`src/rtl/input_conditioner_pkg.sv`:
```
// ============================================================================
// Module   : input_conditioner_pkg
// Shared game-state, arrow-format and FSM encodings for the input conditioner.
// Revision : 1.0 - initial release
// ============================================================================
`default_nettype none

package input_conditioner_pkg;

  localparam int STATE_BITS      = 2;
  localparam int NUM_ARROWS_BITS = 3;

  localparam logic [STATE_BITS:0] STATE_PLAY = 3'd2;

  localparam int ARROW_U = 3;
  localparam int ARROW_D = 2;
  localparam int ARROW_L = 1;
  localparam int ARROW_R = 0;

  localparam logic [1:0] c_FSM_IDLE   = 2'd0;
  localparam logic [1:0] c_FSM_GATHER = 2'd1;
  localparam logic [1:0] c_FSM_PEND   = 2'd2;

  // A counter for a terminal value of 0 still needs one bit to exist.
  function automatic int cntWidth(input int n);
    return (n > 1) ? $clog2(n) : 1;
  endfunction

endpackage

`default_nettype wire

```
`src/rtl/input_conditioner_debouncer.sv`:
```
// ============================================================================
// Module   : debouncer
// Input register(s), stability counter and stable level for one push-button.
// Macro    : INPUT_COND_SYNC_EN selects a two-flop synchronizer input stage.
// Revision : 1.0 - initial release
// ============================================================================
`default_nettype none

module debouncer
  import input_conditioner_pkg::*;
#(
  parameter int DEBOUNCE_CYCLES = 500000
) (
  input  logic clk,
  input  logic reset,
  input  logic i_btn,
  output logic o_level,
  output logic o_rise
);

  localparam int CW = cntWidth(DEBOUNCE_CYCLES);
  localparam logic [CW-1:0] c_LAST = CW'(DEBOUNCE_CYCLES - 1);

  logic          w_sample;
  logic          w_differs;
  logic          w_terminal;
  logic          r_level;
  logic [CW-1:0] r_cnt;

`ifdef INPUT_COND_SYNC_EN
  logic r_meta;
  logic r_sync;

  always_ff @(posedge clk or posedge reset) begin
    if (reset) begin
      r_meta <= 1'b0;
      r_sync <= 1'b0;
    end else begin
      r_meta <= i_btn;
      r_sync <= r_meta;
    end
  end

  assign w_sample = r_sync;
`else
  logic r_sample;

  always_ff @(posedge clk or posedge reset) begin
    if (reset) begin
      r_sample <= 1'b0;
    end else begin
      r_sample <= i_btn;
    end
  end

  assign w_sample = r_sample;
`endif

  assign w_differs  = (w_sample != r_level);
  assign w_terminal = w_differs && (r_cnt == c_LAST);

  always_ff @(posedge clk or posedge reset) begin
    if (reset) begin
      r_level <= 1'b0;
      r_cnt   <= '0;
    end else if (!w_differs) begin
      r_cnt <= '0;
    end else if (w_terminal) begin
      r_level <= ~r_level;
      r_cnt   <= '0;
    end else begin
      r_cnt <= r_cnt + 1'b1;
    end
  end

  // The rise pulse coincides with the edge on which the level flips to 1.
  assign o_level = r_level;
  assign o_rise  = w_terminal && !r_level;

endmodule

`default_nettype wire

```
`src/rtl/input_conditioner.sv`:
```
// ============================================================================
// Module   : input_conditioner
// Debounces the arrow buttons, merges near-simultaneous presses into chords
// and offers each chord over valid/ready.
// Macro    : INPUT_COND_SYNC_EN adds a two-flop synchronizer per button.
// Revision : 1.0 - initial release
// ============================================================================
`default_nettype none

module input_conditioner
  import input_conditioner_pkg::*;
#(
  parameter int DEBOUNCE_CYCLES = 500000,
  parameter int CHORD_CYCLES    = 2000000
) (
  input  logic                       clk,
  input  logic                       reset,
  input  logic                       btnU,
  input  logic                       btnD,
  input  logic                       btnL,
  input  logic                       btnR,
  input  logic [STATE_BITS:0]        state,
  output logic                       press_valid,
  output logic [NUM_ARROWS_BITS:0]   press_arrow,
  input  logic                       press_ready,
  output logic [NUM_ARROWS_BITS:0]   held,
  output logic                       overrun
);

  localparam int CW = cntWidth(CHORD_CYCLES);
  localparam logic [CW-1:0] c_CHORD_LAST = CW'(CHORD_CYCLES - 1);

  logic [NUM_ARROWS_BITS:0] w_raw;
  logic [NUM_ARROWS_BITS:0] w_rise;
  logic                     w_inPlay;
  logic                     w_accept;

  logic [1:0]               r_fsm;
  logic [NUM_ARROWS_BITS:0] r_mask;
  logic [CW-1:0]            r_cnt;
  logic                     r_overrun;

  logic [1:0]               w_nextFsm;
  logic [NUM_ARROWS_BITS:0] w_nextMask;
  logic [CW-1:0]            w_nextCnt;
  logic                     w_nextOverrun;

  assign w_raw[ARROW_U] = btnU;
  assign w_raw[ARROW_D] = btnD;
  assign w_raw[ARROW_L] = btnL;
  assign w_raw[ARROW_R] = btnR;

  generate
    for (genvar i = 0; i <= NUM_ARROWS_BITS; i++) begin : g_btn
      debouncer #(
        .DEBOUNCE_CYCLES (DEBOUNCE_CYCLES)
      ) u_debouncer (
        .clk     (clk),
        .reset   (reset),
        .i_btn   (w_raw[i]),
        .o_level (held[i]),
        .o_rise  (w_rise[i])
      );
    end
  endgenerate

  assign w_inPlay = (state == STATE_PLAY);
  assign w_accept = (r_fsm == c_FSM_PEND) && press_ready;

  always_ff @(posedge clk or posedge reset) begin
    if (reset) begin
      r_fsm     <= c_FSM_IDLE;
      r_mask    <= '0;
      r_cnt     <= '0;
      r_overrun <= 1'b0;
    end else begin
      r_fsm     <= w_nextFsm;
      r_mask    <= w_nextMask;
      r_cnt     <= w_nextCnt;
      r_overrun <= w_nextOverrun;
    end
  end

  always_comb begin
    w_nextFsm     = r_fsm;
    w_nextMask    = r_mask;
    w_nextCnt     = r_cnt;
    w_nextOverrun = r_overrun;
    if (!w_inPlay) begin
      w_nextFsm     = c_FSM_IDLE;
      w_nextMask    = '0;
      w_nextCnt     = '0;
      w_nextOverrun = 1'b0;
    end else begin
      case (r_fsm)
        c_FSM_IDLE: begin
          if (|w_rise) begin
            w_nextFsm  = c_FSM_GATHER;
            w_nextMask = w_rise;
            w_nextCnt  = c_CHORD_LAST;
          end
        end
        c_FSM_GATHER: begin
          w_nextMask = r_mask | w_rise;
          if (r_cnt == '0) begin
            w_nextFsm = c_FSM_PEND;
          end else begin
            w_nextCnt = r_cnt - 1'b1;
          end
        end
        c_FSM_PEND: begin
          // A press landing on the accept cycle opens the next chord instead of being lost.
          if (w_accept) begin
            if (|w_rise) begin
              w_nextFsm  = c_FSM_GATHER;
              w_nextMask = w_rise;
              w_nextCnt  = c_CHORD_LAST;
            end else begin
              w_nextFsm  = c_FSM_IDLE;
              w_nextMask = '0;
            end
          end else if (|w_rise) begin
            w_nextOverrun = 1'b1;
          end
        end
        default: begin
          w_nextFsm  = c_FSM_IDLE;
          w_nextMask = '0;
          w_nextCnt  = '0;
        end
      endcase
    end
  end

  always_comb begin
    press_valid = 1'b0;
    press_arrow = '0;
    if (r_fsm == c_FSM_PEND) begin
      press_valid = 1'b1;
      press_arrow = r_mask;
    end
  end

  assign overrun = r_overrun;

endmodule

`default_nettype wire

```
`config.mk`:
```
export PLATFORM = sky130hd
export DESIGN_NAME = input_conditioner
export DESIGN_NICKNAME = d
export VERILOG_FILES = /design/src/rtl/input_conditioner_pkg.sv /design/src/rtl/input_conditioner_debouncer.sv /design/src/rtl/input_conditioner.sv
export SDC_FILE = /design/constraint.sdc
export NUM_CORES = 1
export LEC_CHECK = 0
export BUFFER_PORTS_ARGS = -buffer_cell sky130_fd_sc_hd__buf_4
export CORE_UTILIZATION = 60
export DETAILED_ROUTE_END_ITERATION = 6
export PLACE_DENSITY = 0.77
export SLEW_MARGIN = 15
export SYNTH_ARGS = -nofsm -noshare
export SYNTH_HDL_FRONTEND = slang
export SYNTH_SLANG_ARGS = --single-unit
```
`constraint.sdc`:
```
create_clock -name clk -period 9.2 [get_ports clk]
set_input_delay 1.38 -clock clk [delete_from_list [all_inputs] [get_ports clk]]
set_output_delay 1.38 -clock clk [all_outputs]
set_load 0.02 [all_outputs]
```
==> results.md <==
| Result | Value | Unit |
|---|---|---|
| Setup Buffers After CTS | 0 | - |
| CP endpoint kind | output port | - |
| Fin nets | 662 | - |
| Design Power | 0.925 | mW |
| Mean area per synthesized cell | 9.33 | µm² |
| TritonCTS clock tree | built | - |
| Final setup margin | 5.83 | ns |
| Power density over the cells | 146 | mW/mm² |
| Cells along the critical path | inv_1 -> nor2_1 -> and2_1 -> buf_4 | - |
| Maximum number of pins on one net before global-route repair | 63 | - |
| Num CTS Buffers | 9 | - |
| Placed Instances | 764 | - |
| Mapped Cells | 632 | - |
| Share of the yosys chip area belonging to registers | 0.475 | - |
| Number of gates resized after CTS | 0 | - |
| Count of buffer and inverter cells on the critical path | 2 | - |
| Final TNS setup | 0 | ns |
| Post-synth top cells | sky130_fd_sc_hd__nor2_1, sky130_fd_sc_hd__dfrtp_1, sky130_fd_sc_hd__xnor2_1 | - |
| Worst Skew | 0.0103 | ns |
| Routed len/inst | 15.3 | µm |
| CP top delay family | simple AND/OR/NAND/NOR gates | - |
| I/O pins | 20 | - |
| Final WL | 12.0 | mm |
| Ys Warns | 0 | - |
| Count of hold-fix buffers inserted at cts | 0 | - |
| Highest cell delay on the worst timing path | 0.55 | ns |
| Type of origin of the critical path | register | - |
| Floorplan die width | 101 | µm |
| Post-synthesis net count | 648 | - |
| Critical Path Slowest Stage Cell | sky130_fd_sc_hd__dfrtp_1 | - |
| Routability cong. | 0.909 | - |
| Share of synthesized flip-flops with an asynchronous set or reset | 1.00 | - |
| Number of non-filler instances in the completed layout | 780 | - |
| H-tree depth | 3 | - |
| Initial Util | 0.629 | - |
| Post-detailed-route count of antenna-violating nets | 0 | - |
| Mean number of vias per cell | 5.97 | - |
| Number of buffers inserted by port buffering | 19 | - |
| Clock Sink Count | 112 | - |
| Hold crit path type | register to register | - |
| Die height | 101 | µm |
| Number of hold violations in the final report | 0 | - |
| GRT Total Usage | 0.260 | - |
| Actual slew at the worst max-slew pin | 0.901 | ns |
| Worst-case clock buffer depth | 2 | - |
| First-pass iteration count of the detailed router | 5 | - |
| Utilization after layout | 0.674 | - |
| Top cells by area in the synthesized netlist | sky130_fd_sc_hd__dfrtp_1, sky130_fd_sc_hd__nor2_1, sky130_fd_sc_hd__xnor2_1 | - |
| Number of antenna repair diodes | 0 | - |
| # Max-Cap Violations | 0 | - |
| Biggest area consumer among synthesized cells | sky130_fd_sc_hd__dfrtp_1 | - |
| Critical setup path kind | register to output port | - |
| Maximum fanout along the worst path | 13 | - |
| Worst reg2reg setup slack | 6.57 | ns |
| Unrepaired setup endpoints after global routing | no | - |
| Share of Yosys cell area claimed by the top area cell type | 0.475 | - |
| Fraction of layout cells with a size suffix above 1 | 0.0876 | - |
| DRC violations left | 0 | - |
| Period minus WS final | 3.37 | ns |
| Detailed-placement wirelength estimate | 8.34 | mm |
| Outcome | complete, no violations | - |
| Worst-case headroom to the max-slew limit | 0.394 | - |
| Clock insertion delay at the later pin of the skew report | 0.39 | ns |
| EDFF count, synth | 0 | - |
| Count of pins over their slew limit | 0 | - |
| First-pass GRT wire length | 21.0 | mm |
| Data required time at the worst endpoint | 7.82 | ns |
| Reported leakage power | 2.65 | nW |
| Fraction of the cycle the final worst path needs | 0.366 | - |
| Final setup viols | 0 | - |
| Violation count after the first detailed-routing iteration | 303 | - |
| CP Data Arrival Time | 1.99 | ns |
| Syn-to-layout area delta | 7.20 | % |
| Library cells used by synthesis | 57 | - |
| Synth Cell Area | 0.00589 | mm² |
| Maximum operating frequency | 297 | MHz |
| Clock-pin slew of the registers on the worst-case setup and hold paths | 0.10 | ns |
| Post-synthesis register bit count | 112 | - |
| DR vias | 4,658 | - |
| Die area | 0.0102 | mm² |
| Area inside the core boundary | 0.00937 | mm² |
| Most frequent cell after synthesis | sky130_fd_sc_hd__nor2_1 | - |
| Number of standard-cell rows in the floorplan | 35 | - |
| Vias in the first global route | 4,626 | - |
| CTS Root Buffer Type | sky130_fd_sc_hd__clkbuf_8 | - |
| Worst-case vdd ir drop | 0.000159 | V |
| Overflow left after global routing | 0 | - |
| Main flop type after synthesis | sky130_fd_sc_hd__dfrtp_1 | - |
| Initial antenna violation count | 0 | - |
| Pre-CTS setup slack | 5.84 | ns |
==> final timing paths <==
check / endpoint / depth (start not counted) / from
worst min register to register: g_btn[3].u_debouncer.r_cnt[0] / 1 / g_btn[3].u_debouncer.r_cnt[0]
worst max-delay path: press_arrow[1] / 4 / r_fsm[1]
worst max register to register: r_cnt[20] / 7 / r_cnt[0]
max in group asynchronous: r_fsm[1] / 3 / reset
min in group asynchronous: g_btn[1].u_debouncer.r_cnt[13] / 2 / reset
worst min-delay path: g_btn[3].u_debouncer.r_cnt[0] / 1 / g_btn[3].u_debouncer.r_cnt[0]
==> per-stage QoR <==
stage          hold slack [ns]  instance area (µm²)
3_3_place_gp             0.436                 6120
3_5_place_dp             0.448                 6120
4_1_cts                  0.463                 6320
2_1_floorplan            0.423                 5890
6_report                 0.461                 6320
5_1_grt                  0.472                 6320
==> final cells by class <==
type | count | area (µm²)
well taps | 129 | 161
inverters | 22 | 85.1
repair buffers | 22 | 165
multi-input cells | 479 | 2900
fillers | 777 | 3050
flip-flops and latches | 112 | 2800
clock buffers | 10 | 138
clock inverters | 6 | 65.1
==> per-layer routing <==
layer	vias to the layer above	track usage	wire (µm)
met1	2238	0.347	5460
li1	2259	-	-
met4	0	0.101	191
met5	-	0	0
met2	140	0.424	5690
met3	21	0.0472	601
==> where the power goes <==
part	internal (mW)	switching, mW	total [mW]
combinational	0.0337	0.0693	0.103
clock	0.134	0.171	0.305
sequential	0.503	0.0140	0.517
==> state kept, by name (all words and copies together), names as in the netlist <==
name,cells
g_btn.u_debouncer.o_level,4
g_btn.u_debouncer.r_cnt,76
r_mask,4
overrun,1
r_cnt,21
r_fsm,2
g_btn.u_debouncer.r_sample,4
==> placed cells by master (no fill, tap or decap), types with 2 or more instances in the layout <==
cell type / count
sky130_fd_sc_hd__nor2_1: 116
sky130_fd_sc_hd__dfrtp_1: 112
sky130_fd_sc_hd__xnor2_1: 42
sky130_fd_sc_hd__nand2_1: 36
sky130_fd_sc_hd__a21oi_1: 34
sky130_fd_sc_hd__nand3_1: 32
sky130_fd_sc_hd__nor3_1: 29
sky130_fd_sc_hd__xor2_1: 27
sky130_fd_sc_hd__buf_4: 22
sky130_fd_sc_hd__inv_1: 21
sky130_fd_sc_hd__nand4_1: 18
sky130_fd_sc_hd__o21ai_0: 15
sky130_fd_sc_hd__and4_1: 13
sky130_fd_sc_hd__a31oi_1: 11
sky130_fd_sc_hd__clkbuf_8: 10
sky130_fd_sc_hd__and3_1: 9
sky130_fd_sc_hd__and2_1: 8
sky130_fd_sc_hd__nor4_1: 6
sky130_fd_sc_hd__nor4b_1: 6
sky130_fd_sc_hd__nor2b_1: 6
sky130_fd_sc_hd__ha_1: 6
sky130_fd_sc_hd__or3_1: 5
sky130_fd_sc_hd__nand2b_1: 4
sky130_fd_sc_hd__or4_1: 4
sky130_fd_sc_hd__a32o_1: 4
sky130_fd_sc_hd__mux2_2: 4
sky130_fd_sc_hd__or3b_2: 3
sky130_fd_sc_hd__nand4b_1: 3
sky130_fd_sc_hd__or2_2: 3
sky130_fd_sc_hd__o22ai_1: 3
sky130_fd_sc_hd__nor4_2: 2
sky130_fd_sc_hd__o211ai_1: 2
sky130_fd_sc_hd__o31ai_1: 2
sky130_fd_sc_hd__a41oi_1: 2
sky130_fd_sc_hd__a22oi_1: 2
sky130_fd_sc_hd__nor3b_1: 2
sky130_fd_sc_hd__a221o_1: 2
sky130_fd_sc_hd__clkinv_2: 2
sky130_fd_sc_hd__inv_6: 2
==> cell families (layout without fill, tap and decap cells) <==
kind of cell             Yosys count  after routing  synth area share
AND/OR/NAND/NOR                  311            311             0.272
flip-flops                       112            112             0.475
AO/OA/AOI/OAI                     89             89            0.0974
XOR/XNOR                          69             69             0.103
buffers and inverters             41             60            0.0323
adder cells (fa/ha/maj)            6              6            0.0127
multiplexers                       4              4           0.00764
No activity file was read; power rests on OpenSTA's default activity.
